$ cat src/rtl/jt12_slotseq_pkg.sv
// Shared constants and slot-mapping helpers for the FM operator slot sequencer.
// Slots are packed as {op[1:0], ch[2:0]}.
package jt12_slotseq_pkg;

    localparam int SLOTS6 = 24;
    localparam int SLOTS3 = 12;
    localparam logic [4:0] LAST_SLOT6 = 5'b11110;
    localparam logic [4:0] LAST_SLOT3 = 5'b11010;

    // Same mapping as the next-slot adder: 6ch skips ch codes 3 and 7.
    function automatic logic [4:0] next_slot(input logic [4:0] slot, input int num_ch);
        logic [1:0] op;
        logic [2:0] ch;
        op = slot[4:3];
        ch = slot[2:0];
        if (num_ch == 3) begin
            if (ch >= 3'd2) begin
                ch = 3'd0;
                op = op + 2'd1;
            end else begin
                ch = ch + 3'd1;
            end
        end else begin
            if (ch >= 3'd6) begin
                ch = 3'd0;
                op = op + 2'd1;
            end else if (ch[1:0] == 2'd2) begin
                ch = ch + 3'd2;
            end else begin
                ch = ch + 3'd1;
            end
        end
        return {op, ch};
    endfunction

    function automatic logic [2:0] ch_linear(input logic [2:0] ch, input int num_ch);
        logic [2:0] lin;
        lin = {1'b0, ch[1:0]};
        if (num_ch != 3 && ch[2]) begin
            lin = lin + 3'd3;
        end
        return lin;
    endfunction

endpackage

$ cat src/rtl/jt12_slotprev.sv
// Combinational predecessor of a packed slot: the exact inverse of next_slot().
module jt12_slotprev
    import jt12_slotseq_pkg::*;
#(
    parameter int num_ch = 6
) (
    input  logic [4:0] slot,
    output logic [4:0] prev_slot
);

    logic [1:0] op_p;
    logic [2:0] ch_p;

    always_comb begin
        op_p = slot[4:3];
        ch_p = slot[2:0];
        if (num_ch == 3) begin
            if (ch_p == 3'd0) begin
                ch_p = 3'd2;
                op_p = op_p - 2'd1;
            end else begin
                ch_p = ch_p - 3'd1;
            end
        end else begin
            // ch 0 comes from ch 6 of the previous operator; ch 4 follows ch 2.
            if (ch_p == 3'd0) begin
                ch_p = 3'd6;
                op_p = op_p - 2'd1;
            end else if (ch_p == 3'd4) begin
                ch_p = 3'd2;
            end else begin
                ch_p = ch_p - 3'd1;
            end
        end
        prev_slot = {op_p, ch_p};
    end

endmodule

$ cat src/rtl/jt12_slotseq.sv
// Free-running FM slot sequencer: packed slot index plus registered per-slot decode.
// All outputs update together from the next-slot value, so decode adds no latency.
module jt12_slotseq
    import jt12_slotseq_pkg::*;
#(
    parameter int num_ch = 6
) (
    input  logic       clk,
    input  logic       rst,
    input  logic       cen,
    input  logic       sync_in,
    output logic [4:0] slot,
    output logic [2:0] ch_lin,
    output logic [1:0] op,
    output logic [3:0] op_oh,
    output logic [4:0] prev_slot,
    output logic       zero,
    output logic       sync_pend
);

    localparam logic [4:0] RST_PREV = (num_ch == 3) ? LAST_SLOT3 : LAST_SLOT6;

    logic [4:0] slot_q, slot_d;
    logic [2:0] ch_lin_q, ch_lin_d;
    logic [1:0] op_q, op_d;
    logic [3:0] op_oh_q, op_oh_d;
    logic [4:0] prev_q, prev_d;
    logic       zero_q, zero_d;
    logic       sync_pend_q, sync_pend_d;

    always_comb begin
        slot_d      = slot_q;
        zero_d      = 1'b0;
        sync_pend_d = sync_pend_q;
        if (cen) begin
            // A sync seen now or latched earlier restarts the cycle at slot 0.
            sync_pend_d = 1'b0;
            if (sync_in || sync_pend_q) begin
                slot_d = 5'd0;
            end else begin
                slot_d = next_slot(slot_q, num_ch);
            end
            zero_d = (slot_d == 5'd0);
        end else if (sync_in) begin
            sync_pend_d = 1'b1;
        end
        ch_lin_d = ch_linear(slot_d[2:0], num_ch);
        op_d     = slot_d[4:3];
        op_oh_d  = 4'b0001 << op_d;
    end

    jt12_slotprev #(
        .num_ch(num_ch)
    ) u_prev (
        .slot     (slot_d),
        .prev_slot(prev_d)
    );

    always_ff @(posedge clk) begin
        if (rst) begin
            slot_q      <= 5'd0;
            ch_lin_q    <= 3'd0;
            op_q        <= 2'd0;
            op_oh_q     <= 4'b0001;
            prev_q      <= RST_PREV;
            zero_q      <= 1'b0;
            sync_pend_q <= 1'b0;
        end else begin
            slot_q      <= slot_d;
            ch_lin_q    <= ch_lin_d;
            op_q        <= op_d;
            op_oh_q     <= op_oh_d;
            prev_q      <= prev_d;
            zero_q      <= zero_d;
            sync_pend_q <= sync_pend_d;
        end
    end

    assign slot      = slot_q;
    assign ch_lin    = ch_lin_q;
    assign op        = op_q;
    assign op_oh     = op_oh_q;
    assign prev_slot = prev_q;
    assign zero      = zero_q;
    assign sync_pend = sync_pend_q;

endmodule

$ cat config.mk
export PLATFORM = sky130hd
export DESIGN_NAME = jt12_slotseq
export DESIGN_NICKNAME = d
export VERILOG_FILES = /design/src/rtl/jt12_slotseq_pkg.sv /design/src/rtl/jt12_slotprev.sv /design/src/rtl/jt12_slotseq.sv
export SDC_FILE = /design/constraint.sdc
export NUM_CORES = 1
export LEC_CHECK = 0
export BUFFER_PORTS_ARGS = -buffer_cell sky130_fd_sc_hd__buf_2
export CORE_MARGIN = 2
export CORE_UTILIZATION = 40
export CTS_CLUSTER_DIAMETER = 50
export DETAILED_ROUTE_END_ITERATION = 8
export GPL_TIMING_DRIVEN = 0
export SLEW_MARGIN = 15
export SYNTH_ARGS = -nofsm -noshare
export SYNTH_HDL_FRONTEND = slang
export SYNTH_SLANG_ARGS = --single-unit
export TNS_END_PERCENT = 50
$ cat constraint.sdc
create_clock -name clk -period 3.47 [get_ports clk]
set_clock_uncertainty 0.05 [all_clocks]
set_input_delay 0.1735 -clock clk [delete_from_list [all_inputs] [get_ports clk]]
set_output_delay 0.1735 -clock clk [all_outputs]
set_load 0.005 [all_outputs]
==> impl_summary.txt <==
----------------------------------------------------
[Worst setup path]
  Reg2Reg Depth ... 8
  Crit Path Max Fanout ... 6
  Startpoint of the most critical setup path ... slot[2]
  Reg2Reg Capture Point ... prev_slot[4]
  Beginning of the worst register-to-register path ... slot[2]
  Element type at the critical path end ... register
  Arrival time of the worst setup path ... roughly 2.3 ns
  Crit path launch type ... register
  Required time worst endpoint ... between 3 and 4 ns
  Setup slack, reg-to-reg ... 1.32 ns
  Type of the worst setup path ... reg2reg

[Synth]
  Count of flip-flops with a built-in enable after synthesis ... 0
  Leading post-synthesis cells by instance count ... 19 x dfxtp_1, 8 x nor2_1, 5 x ha_1, 5 x inv_1, 5 x nand3_1
  Dominant cell by count in the synthesized netlist ... dfxtp_1
  Combined area of all synthesized cells ... 848 µm²
  Mean Syn Cell Area ... between 9 and 10 µm²
  Proportion of synthesized flip-flops having asynchronous set or reset ... 0%
  Cells taking the most area after synthesis ... dfxtp_1 45%, ha_1 7.4%, nor2_1 3.5%
  Most common flop cell mapped by yosys ... dfxtp_1
  Seq/Total Area, Yosys ... between 40 and 50%
  Number of instances in the synthesized netlist ... 86
  Distinct cells, synth ... 36
  Number of register bits inferred by synthesis ... 19
  Total number of yosys warnings ... 0
  Number of nets produced by synthesis ... 95
  Share of the synthesized area in the top cell type ... roughly 45%
  Cell taking the most area after synthesis ... dfxtp_1

[Layout]
  Post-layout utilization of the core ... around 52%
  Share of final-layout standard cells stronger than drive strength 1 ... about a third
  Net count of the finished layout ... roughly 120
  Diodes inserted ... 0
  Layout area overhead ... 21.2%

[Route]
  Total number of vias ... roughly 700
  Antenna Nets Post-Route ... 0
  Vias per cell ... approximately 5
  Routed Wire Length ... between 1500 and 2000 µm
  DRC Markers ... 0
  Routed wire length per instance ... between 10 and 15 µm
  Initial detailed-routing violation count ... 20
  Drt first pass iters ... 4

[Worst hold path]
  Endpoint, Worst Hold ... op_oh[0]
  Min-Delay Path Depth ... 2
  Startpoint of the worst hold path ... rst
  Hold/Removal Path Class ... in2reg

[Timing]
  Tcrit/Tclk final ... roughly 62%
  Slew @ Worst Pin ... 0.465 ns
  Count of endpoints failing setup in the final report ... 0
  Sum Neg Setup Slack ... 0 ns
  Worst-case hold slack ... between 0.08 and 0.09 ns
  Achievable clock frequency ... 465 MHz
  Unrepaired setup endpoints after global routing ... no
  Setup slack after layout ... 1.32 ns
  Max transition margin ... 69.0%
  Final hold violation count ... 0
  Pins Over Slew Limit ... 0
  Clock period minus worst slack ... about 2.2 ns

[Clocking]
  Root buf cell ... clkbuf_4
  Clock tree sinks ... 19
  Number of levels in the clock H-tree ... 1
  Postcts setup bufs ... 0
  Clock latency of the later-clocked register in the worst-skew pair ... just under 0.3 ns
  Worst-case clock buffer depth ... 2
  TritonCTS clock tree ... built
  Post-cts sizing count ... 0
  Clock-pin transition on the worst setup and hold timing paths ... around 0.10 ns
  Hold buffer count at cts ... 0
  Num CTS Buffers ... 3

[Floorplan]
  Core ar. ... between 1500 and 2000 µm²
  Total number of placement rows ... 16
  Num ports ... 25
  Initial Utilization ... between 40% and 50%
  Die W ... 50.1 µm
  DIE AREA ... 2510 µm²
  Height of the chip ... 50.1 µm

[Placed design]
  GPL Wtd Cong ... between 0.8 and 0.9
  Final HPWL DP ... between 1000 and 1500 µm
  Worst slack, placed ... 1.35 ns
  # port buffers ... 24

[Power]
  Static power due to leakage ... ~0.48 nW
  IR Drop Worst-Case VDD ... 0.266 mV
  Power Dens Cells ... 363 nW/µm²

[GRT]
  Antenna violations before repair ... 0
  Total track usage ... ~15%
  Number of global-route vias before repair ... around 650
  First-pass GRT wire length ... about 2900 µm
  Pin count of the biggest net entering global routing ... 11
  Remaining global-route overflow ... 0

[Status]
  Outcome ... finished clean

[Job]
  Number of max-cap violations ... 0

----------------------------------------------------
cells in the final DEF (no fill, tap or decap), drive strengths merged:
cell and n:
a211o 1, a211oi 4, a21boi 2, a21oi 1, a22o 1, a31oi 1
a41oi 2, and2 1, and4 1, and4b 1, and4bb 1, buf 26
clkbuf 6, dfxtp 19, ha 5, inv 6, mux2i 2, nand2 1
nand2b 2, nand3 5, nand4bb 2, nor2 8, nor2b 2, nor3 2
nor4 2, nor4b 1, o211ai 1, o21ai 3, or2 1, or2b 1
or3 2, or4b 1
power breakdown:
part / switching, mW / internal [mW] / leakage [nW]
clock network: 0.0663 / 0.0448 / 0.0150
logic: 0.0201 / 0.0157 / 0.307
registers: 0.00266 / 0.224 / 0.154
total: 0.0890 / 0.284 / 0.477
logic make-up (layout without fill, tap and decap cells):
kind of cell	after synthesis	in the layout	share of synthesized area, %
simple gates	34	34	25.1
buf+inv	10	38	5.75
flops	19	19	44.8
fa+ha+maj	5	5	7.37
compound gates	16	16	14.6
mux	2	2	2.36
state kept, by name, indices dropped and copies added (netlist names):
| name | cells |
|---|---|
| ch_lin | 3 |
| op_oh | 4 |
| prev_slot | 5 |
| slot | 5 |
| sync_pend | 1 |
| zero | 1 |
metrics by stage:
step	instances	instance area, µm²	total power, mW
global route	141	1030	0.392
detailed placement	137	1000	0.267
finish	141	1030	0.373
CTS	141	1030	0.376
floorplan	86	848	0.253
global placement	137	1000	0.266
layout make-up:
cell class                      count  area (µm²)
Timing Repair Buffer               24         120
Fill cell                         191         953
Multi-Input combinational cell     57         419
Tap cell                           27        33.8
Clock buffer                        4        26.3
Sequential cell                    19         380
Buffer                              4        23.8
Inverter                            6        25.0
per-layer routing:
layer  vias up  global-route usage [%]  part of all wire [%]
li1        370                       -                     -
met1       307                    18.8                    47
met2        19                    24.6                    47
met3         5                    5.45                   5.2
met4         0                    5.56                   1.5
met5         -                       0                     0
worst max path at each step:
stage,to,slack (ns),cells after the start
floorplan,prev_slot[4],1.50,8
global placement,prev_slot[4],1.37,8
detailed placement,prev_slot[4],1.35,8
CTS,prev_slot[4],1.32,8
global route,prev_slot[4],1.16,8
finish,prev_slot[4],1.32,8
critical path: stages (launching register included):
cell      delay (ns)
dfxtp_1         0.37
ha_1            0.26
or4b_1          0.50
o211ai_2        0.16
inv_4           0.06
ha_1            0.28
nand2b_1        0.05
nor4_1          0.21
a41oi_1         0.07
(Power assumes the default switching activity.)
